$ cat config.mk
export PLATFORM = sky130hd
export DESIGN_NAME = apx_mult_seq_engine
export DESIGN_NICKNAME = d
export VERILOG_FILES = /design/src/rtl/apx_mult_seq_engine.sv
export SDC_FILE = /design/constraint.sdc
export NUM_CORES = 1
export LEC_CHECK = 0
export BUFFER_PORTS_ARGS = -buffer_cell sky130_fd_sc_hd__clkbuf_2
export CELL_PAD_IN_SITES_DETAIL_PLACEMENT = 0
export CELL_PAD_IN_SITES_GLOBAL_PLACEMENT = 1
export CORE_ASPECT_RATIO = 1.25
export CORE_UTILIZATION = 44
export DETAILED_ROUTE_END_ITERATION = 8
export GPL_TIMING_DRIVEN = 0
export PLACE_DENSITY = 0.84
export RECOVER_POWER = 100
export SLEW_MARGIN = 20
export SYNTH_ARGS = -nofsm -noshare
export SYNTH_HDL_FRONTEND = slang
export SYNTH_SLANG_ARGS = --single-unit
export TNS_END_PERCENT = 20
$ cat constraint.sdc
create_clock -name clk -period 6.1 [get_ports clk]
set_input_delay 0.915 -clock clk [delete_from_list [all_inputs] [get_ports clk]]
set_output_delay 0.915 -clock clk [all_outputs]
set_load 0.02 [all_outputs]
$ cat src/rtl/apx_mult_seq_engine.sv
// Purpose: shift-add engine returning exact and approximate (NAB-LSB truncated/rounded) products.
// Latency: out_valid rises WIDTH cycles after the input handshake; one pair in flight at a time.
// Backpressure: results hold in DONE until out_ready; in_ready stays low from acceptance to handshake.
module apx_mult_seq_engine #(
    parameter int WIDTH  = 32,
    parameter int NAB    = 14,
    parameter int BT_RND = 1
) (
    input  logic             clk,
    input  logic             rst_n,
    input  logic             in_valid,
    output logic             in_ready,
    input  logic [WIDTH-1:0] a,
    input  logic [WIDTH-1:0] b,
    output logic             out_valid,
    input  logic             out_ready,
    output logic [WIDTH-1:0] c_acc,
    output logic [WIDTH-1:0] c_apx,
    output logic [WIDTH-1:0] c_err,
    output logic             err_nz,
    output logic             busy
);
    localparam int CW = $clog2(WIDTH);

    localparam logic [WIDTH-1:0] LSB_MASK = (WIDTH'(1) << NAB) - WIDTH'(1);
    localparam logic [WIDTH-1:0] KEEP     = ~LSB_MASK;
    localparam logic [WIDTH-1:0] SAT      = {1'b0, {(WIDTH-1){1'b1}}} & KEEP;
    localparam logic [WIDTH:0]   HALF     = (NAB == 0) ? '0 : ((WIDTH+1)'(1) << ((NAB > 0) ? NAB-1 : 0));

    typedef struct packed {
        logic [WIDTH-1:0] a;
        logic [WIDTH-1:0] b;
    } pair_t;

    typedef enum logic [1:0] {IDLE, BUSY, DONE} state_t;

    state_t          state;
    pair_t           exact_r;
    pair_t           apx_r;
    logic [CW-1:0]   count;

    // Rounding is done one bit wider so a positive overflow is visible and can saturate.
    function automatic logic [WIDTH-1:0] approx(input logic [WIDTH-1:0] x);
        logic [WIDTH:0] s;
        if (NAB == 0)
            return x;
        if (BT_RND == 0)
            return x & KEEP;
        s = {x[WIDTH-1], x} + HALF;
        if (!s[WIDTH] && s[WIDTH-1])
            return SAT;
        return s[WIDTH-1:0] & KEEP;
    endfunction

    always_ff @(posedge clk or negedge rst_n) begin
        if (!rst_n) begin
            state     <= IDLE;
            exact_r   <= '0;
            apx_r     <= '0;
            count     <= '0;
            c_acc     <= '0;
            c_apx     <= '0;
            in_ready  <= 1'b1;
            out_valid <= 1'b0;
            busy      <= 1'b0;
        end else begin
            case (state)
                IDLE: begin
                    if (in_valid && in_ready) begin
                        exact_r  <= '{a: a, b: b};
                        apx_r    <= '{a: approx(a), b: approx(b)};
                        count    <= '0;
                        c_acc    <= '0;
                        c_apx    <= '0;
                        in_ready <= 1'b0;
                        busy     <= 1'b1;
                        state    <= BUSY;
                    end
                end
                BUSY: begin
                    // Unsigned partial products over raw bit patterns give the right low WIDTH bits.
                    if (exact_r.b[count])
                        c_acc <= c_acc + (exact_r.a << count);
                    if (apx_r.b[count])
                        c_apx <= c_apx + (apx_r.a << count);
                    count <= count + CW'(1);
                    if (count == CW'(WIDTH-1)) begin
                        out_valid <= 1'b1;
                        state     <= DONE;
                    end
                end
                DONE: begin
                    if (out_ready) begin
                        out_valid <= 1'b0;
                        in_ready  <= 1'b1;
                        busy      <= 1'b0;
                        state     <= IDLE;
                    end
                end
                default: state <= IDLE;
            endcase
        end
    end

    assign c_err  = c_acc - c_apx;
    assign err_nz = (c_acc != c_apx);

endmodule

==> flow_summary.json <==
{
  "cts-root-buf": "clkbuf_16",
  "p_leak_nw": 7.10,
  "die_h_um": 193,
  "synthesis.area_um2": 12800,
  "multi_input_area_um2": 8200,
  "drive_gt1_share_pct": 10.7,
  "core_um2": 28600,
  "r2r-start": "count[1]",
  "worst_pin_slew_ns": 4.10,
  "grt_pass1_wl_um": 64400,
  "antenna_found_initial": 0,
  "syn_inst": 1580,
  "hpwl_um": 32400,
  "synth_edf_count": 0,
  "fin_setup_tns_ns": 0,
  "synthArstFlopShare_pct": 100,
  "min_from": "exact_r[23]",
  "ys_top_cells_by_area": "dfrtp_1 31%, nand2_1 9.9%, ha_1 6.9%",
  "cp_max_fo": 10,
  "vias": 12028,
  "ys_ff_latch": 160,
  "gp_congestion": 0.948,
  "ios": 168,
  "ys_seq_area_share_pct": 31.2,
  "start_util_pct": 44.9,
  "remaining_drc_errors": 0,
  "ir_drop_mv": 0.170,
  "path_class": "reg2reg",
  "p_per_area_nw_per_um2": 155,
  "postRouteAntennaNets": 0,
  "die_w_um": 155,
  "ys.flop_type": "dfrtp_1",
  "clk_pin_slew_worst_paths_ns": 0.07,
  "drv_cap": 1,
  "rows": 69,
  "min_path_cells": 2,
  "grt.overflow.total": 0,
  "period_needed_ns": 5.69,
  "drt-initial-drc-count": 773,
  "yosysTopAreaCell": "dfrtp_1",
  "clockBufferDepth": 2,
  "final_nets": 1908,
  "rrSetupSlack_ns": 0.41,
  "cts_buffers": 17,
  "post-route-util_pct": 51.3,
  "seq_area_um2": 4010,
  "clock_skew_ns": 0.0106,
  "first_pass_iters": 5,
  "area_growth_pct": 14.2,
  "drv_slew": 71,
  "syn_area_per_cell_um2": 8.12,
  "routedWlPerCell_um": 18.8,
  "synth.top_cell.area_share_pct": 31.0,
  "cts_sinks": 160,
  "ys_top_cells_by_count": "337 x nand2_1, 159 x dfrtp_1, 146 x nor2_1, 103 x a21oi_1, 95 x o21ai_0",
  "synth.distinct_cells": 67,
  "reg2reg_to": "c_acc[28]",
  "viasPerCell": 5.54,
  "worstPathArrival_ns": 6.07,
  "cp_data_required_time_ns": 6.48,
  "status": "finished, violations left",
  "synth_most_common_cell": "nand2_1",
  "grt_use_total_pct": 28.0,
  "rsz0062_at_grt": "false",
  "cts_tree": "yes",
  "ys_warn_count": 0,
  "slew_headroom_pct": -173,
  "clkLatencyLatePin_ns": 0.45,
  "grt_pass1_vias": 11707,
  "diodes": 0,
  "io_buffers": 153,
  "routed_wl_um": 40700,
  "ff2ff_path_depth": 20,
  "fill_cells": 2824,
  "final_hold_viol_count": 0,
  "fmaxAchievable_mhz": 176,
  "worst_setup_path_end_kind": "flip-flop",
  "die_area_um2": 29900,
  "fin_crit_sh_pct": 93.3,
  "setup_viol": 0,
  "hold_buffers": 0,
  "grt_max_degree": 91,
  "holdCritPathClass": "reg2reg",
  "start_kind": "flip-flop",
  "failed_checks": "capacitance limit, slew limit",
  "h-tree-depth": 4,
  "min_delay_worst_endpoint": "exact_r[23]"
}
## final cells by class
type                            count  area share (%)
Timing Repair Buffer              154            4.64
Clock buffer                       19            3.09
Clock inverter                     13           0.990
Sequential cell                   160            27.3
Inverter                           54            1.38
Multi-Input combinational cell   1277            55.9
Tap cell                          390            3.33
Buffer                            103            3.33
## how the worst max path moves through the flow
stage,endpoint,startpoint,slack (ns)
after floorplan,c_acc[31],count[1],1.76
after global placement,c_acc[26],count[1],0.38
after detailed placement,c_acc[26],count[1],0.44
after CTS,c_acc[26],count[1],0.39
after global routing,c_acc[28],count[1],0.04
final,c_acc[28],count[1],0.41
## worst max-delay path, stage by stage, from the launching register on
cell	delay, ns
dfrtp_1	0.37
buf_2	0.33
buf_2	0.36
buf_2	0.33
buf_2	0.32
clkbuf_1	0.52
nor3_1	0.13
a21oi_1	0.32
nand2_1	0.09
o21ai_0	0.19
nor2_1	0.13
ha_1	0.30
clkbuf_1	0.18
a21oi_1	0.24
o21ai_0	0.15
a221oi_1	0.42
nand2_1	0.13
o2111ai_1	0.32
a21oi_1	0.15
or4_1	0.52
nand3_1	0.10
## stage by stage
| stage | hold WS [ns] | total power, mW | instance area (um^2) | setup WS, ns | std cells |
|---|---|---|---|---|---|
| after floorplan | 0.440 | 1.11 | 12900 | 1.76 | 1594 |
| after global placement | 0.453 | 1.17 | 14100 | 0.384 | 2137 |
| after detailed placement | 0.458 | 1.18 | 14200 | 0.435 | 2138 |
| after CTS | 0.475 | 2.28 | 14800 | 0.392 | 2170 |
| after global routing | 0.491 | 2.33 | 14700 | 0.0427 | 2170 |
| final | 0.471 | 2.27 | 14700 | 0.409 | 2170 |
## kinds of logic (layout without fill, tap and decap cells)
logic type | after synthesis | count (layout) | share of synthesized area, %
simple gates | 649 | 649 | 22.0
xor+xnor | 83 | 83 | 5.66
buf+inv | 157 | 343 | 5.38
fa+ha+maj | 73 | 73 | 7.23
other cells | 2 | 16 | 0.0585
mux | 111 | 111 | 11.9
compound gates | 345 | 345 | 16.6
flops | 160 | 160 | 31.2
## state kept, by name, indices dropped and copies added (netlist names)
register,flops
count,5
c_acc,32
state,2
apx_r,36
exact_r,64
in_ready,1
busy,1
out_valid,1
c_apx,18
## what timing repair did
action,4_1_cts,5_1_grt
setup endpoints to repair,0,1
buffers inserted,0,0
resized for setup,0,1
## per-layer routing
metal  wire, um  global-route usage [%]  share of wire, %  vias to the layer above
met3       1450                    3.33               3.6                       69
met2      20400                    49.6                50                      321
met5          0                       0                 0                        -
met4       1480                    12.3               3.6                        0
met1      17500                    34.3                43                     5735
li1           -                       -                 -                     5903
## report_power, final
part           switching, mW  internal (mW)  leakage [nW]
clock                  0.511          0.601         0.293
combinational         0.0605         0.0342          4.84
sequential                 0           1.06          1.97
## placed cells by master (no fill, tap or decap), types with 26 or more instances in the layout
master      n
xnor2_1    49
nor2_1    146
nand3_1    45
mux4_2     32
o21ai_0    97
ha_1       71
a211oi_1   26
clkbuf_1  158
inv_1      47
xor2_1     34
dfrtp_1   159
nand2_1   337
clkbuf_2   63
a21oi_1   103
mux2i_1    66
Note: power is estimated with default switching activity, not from simulation.
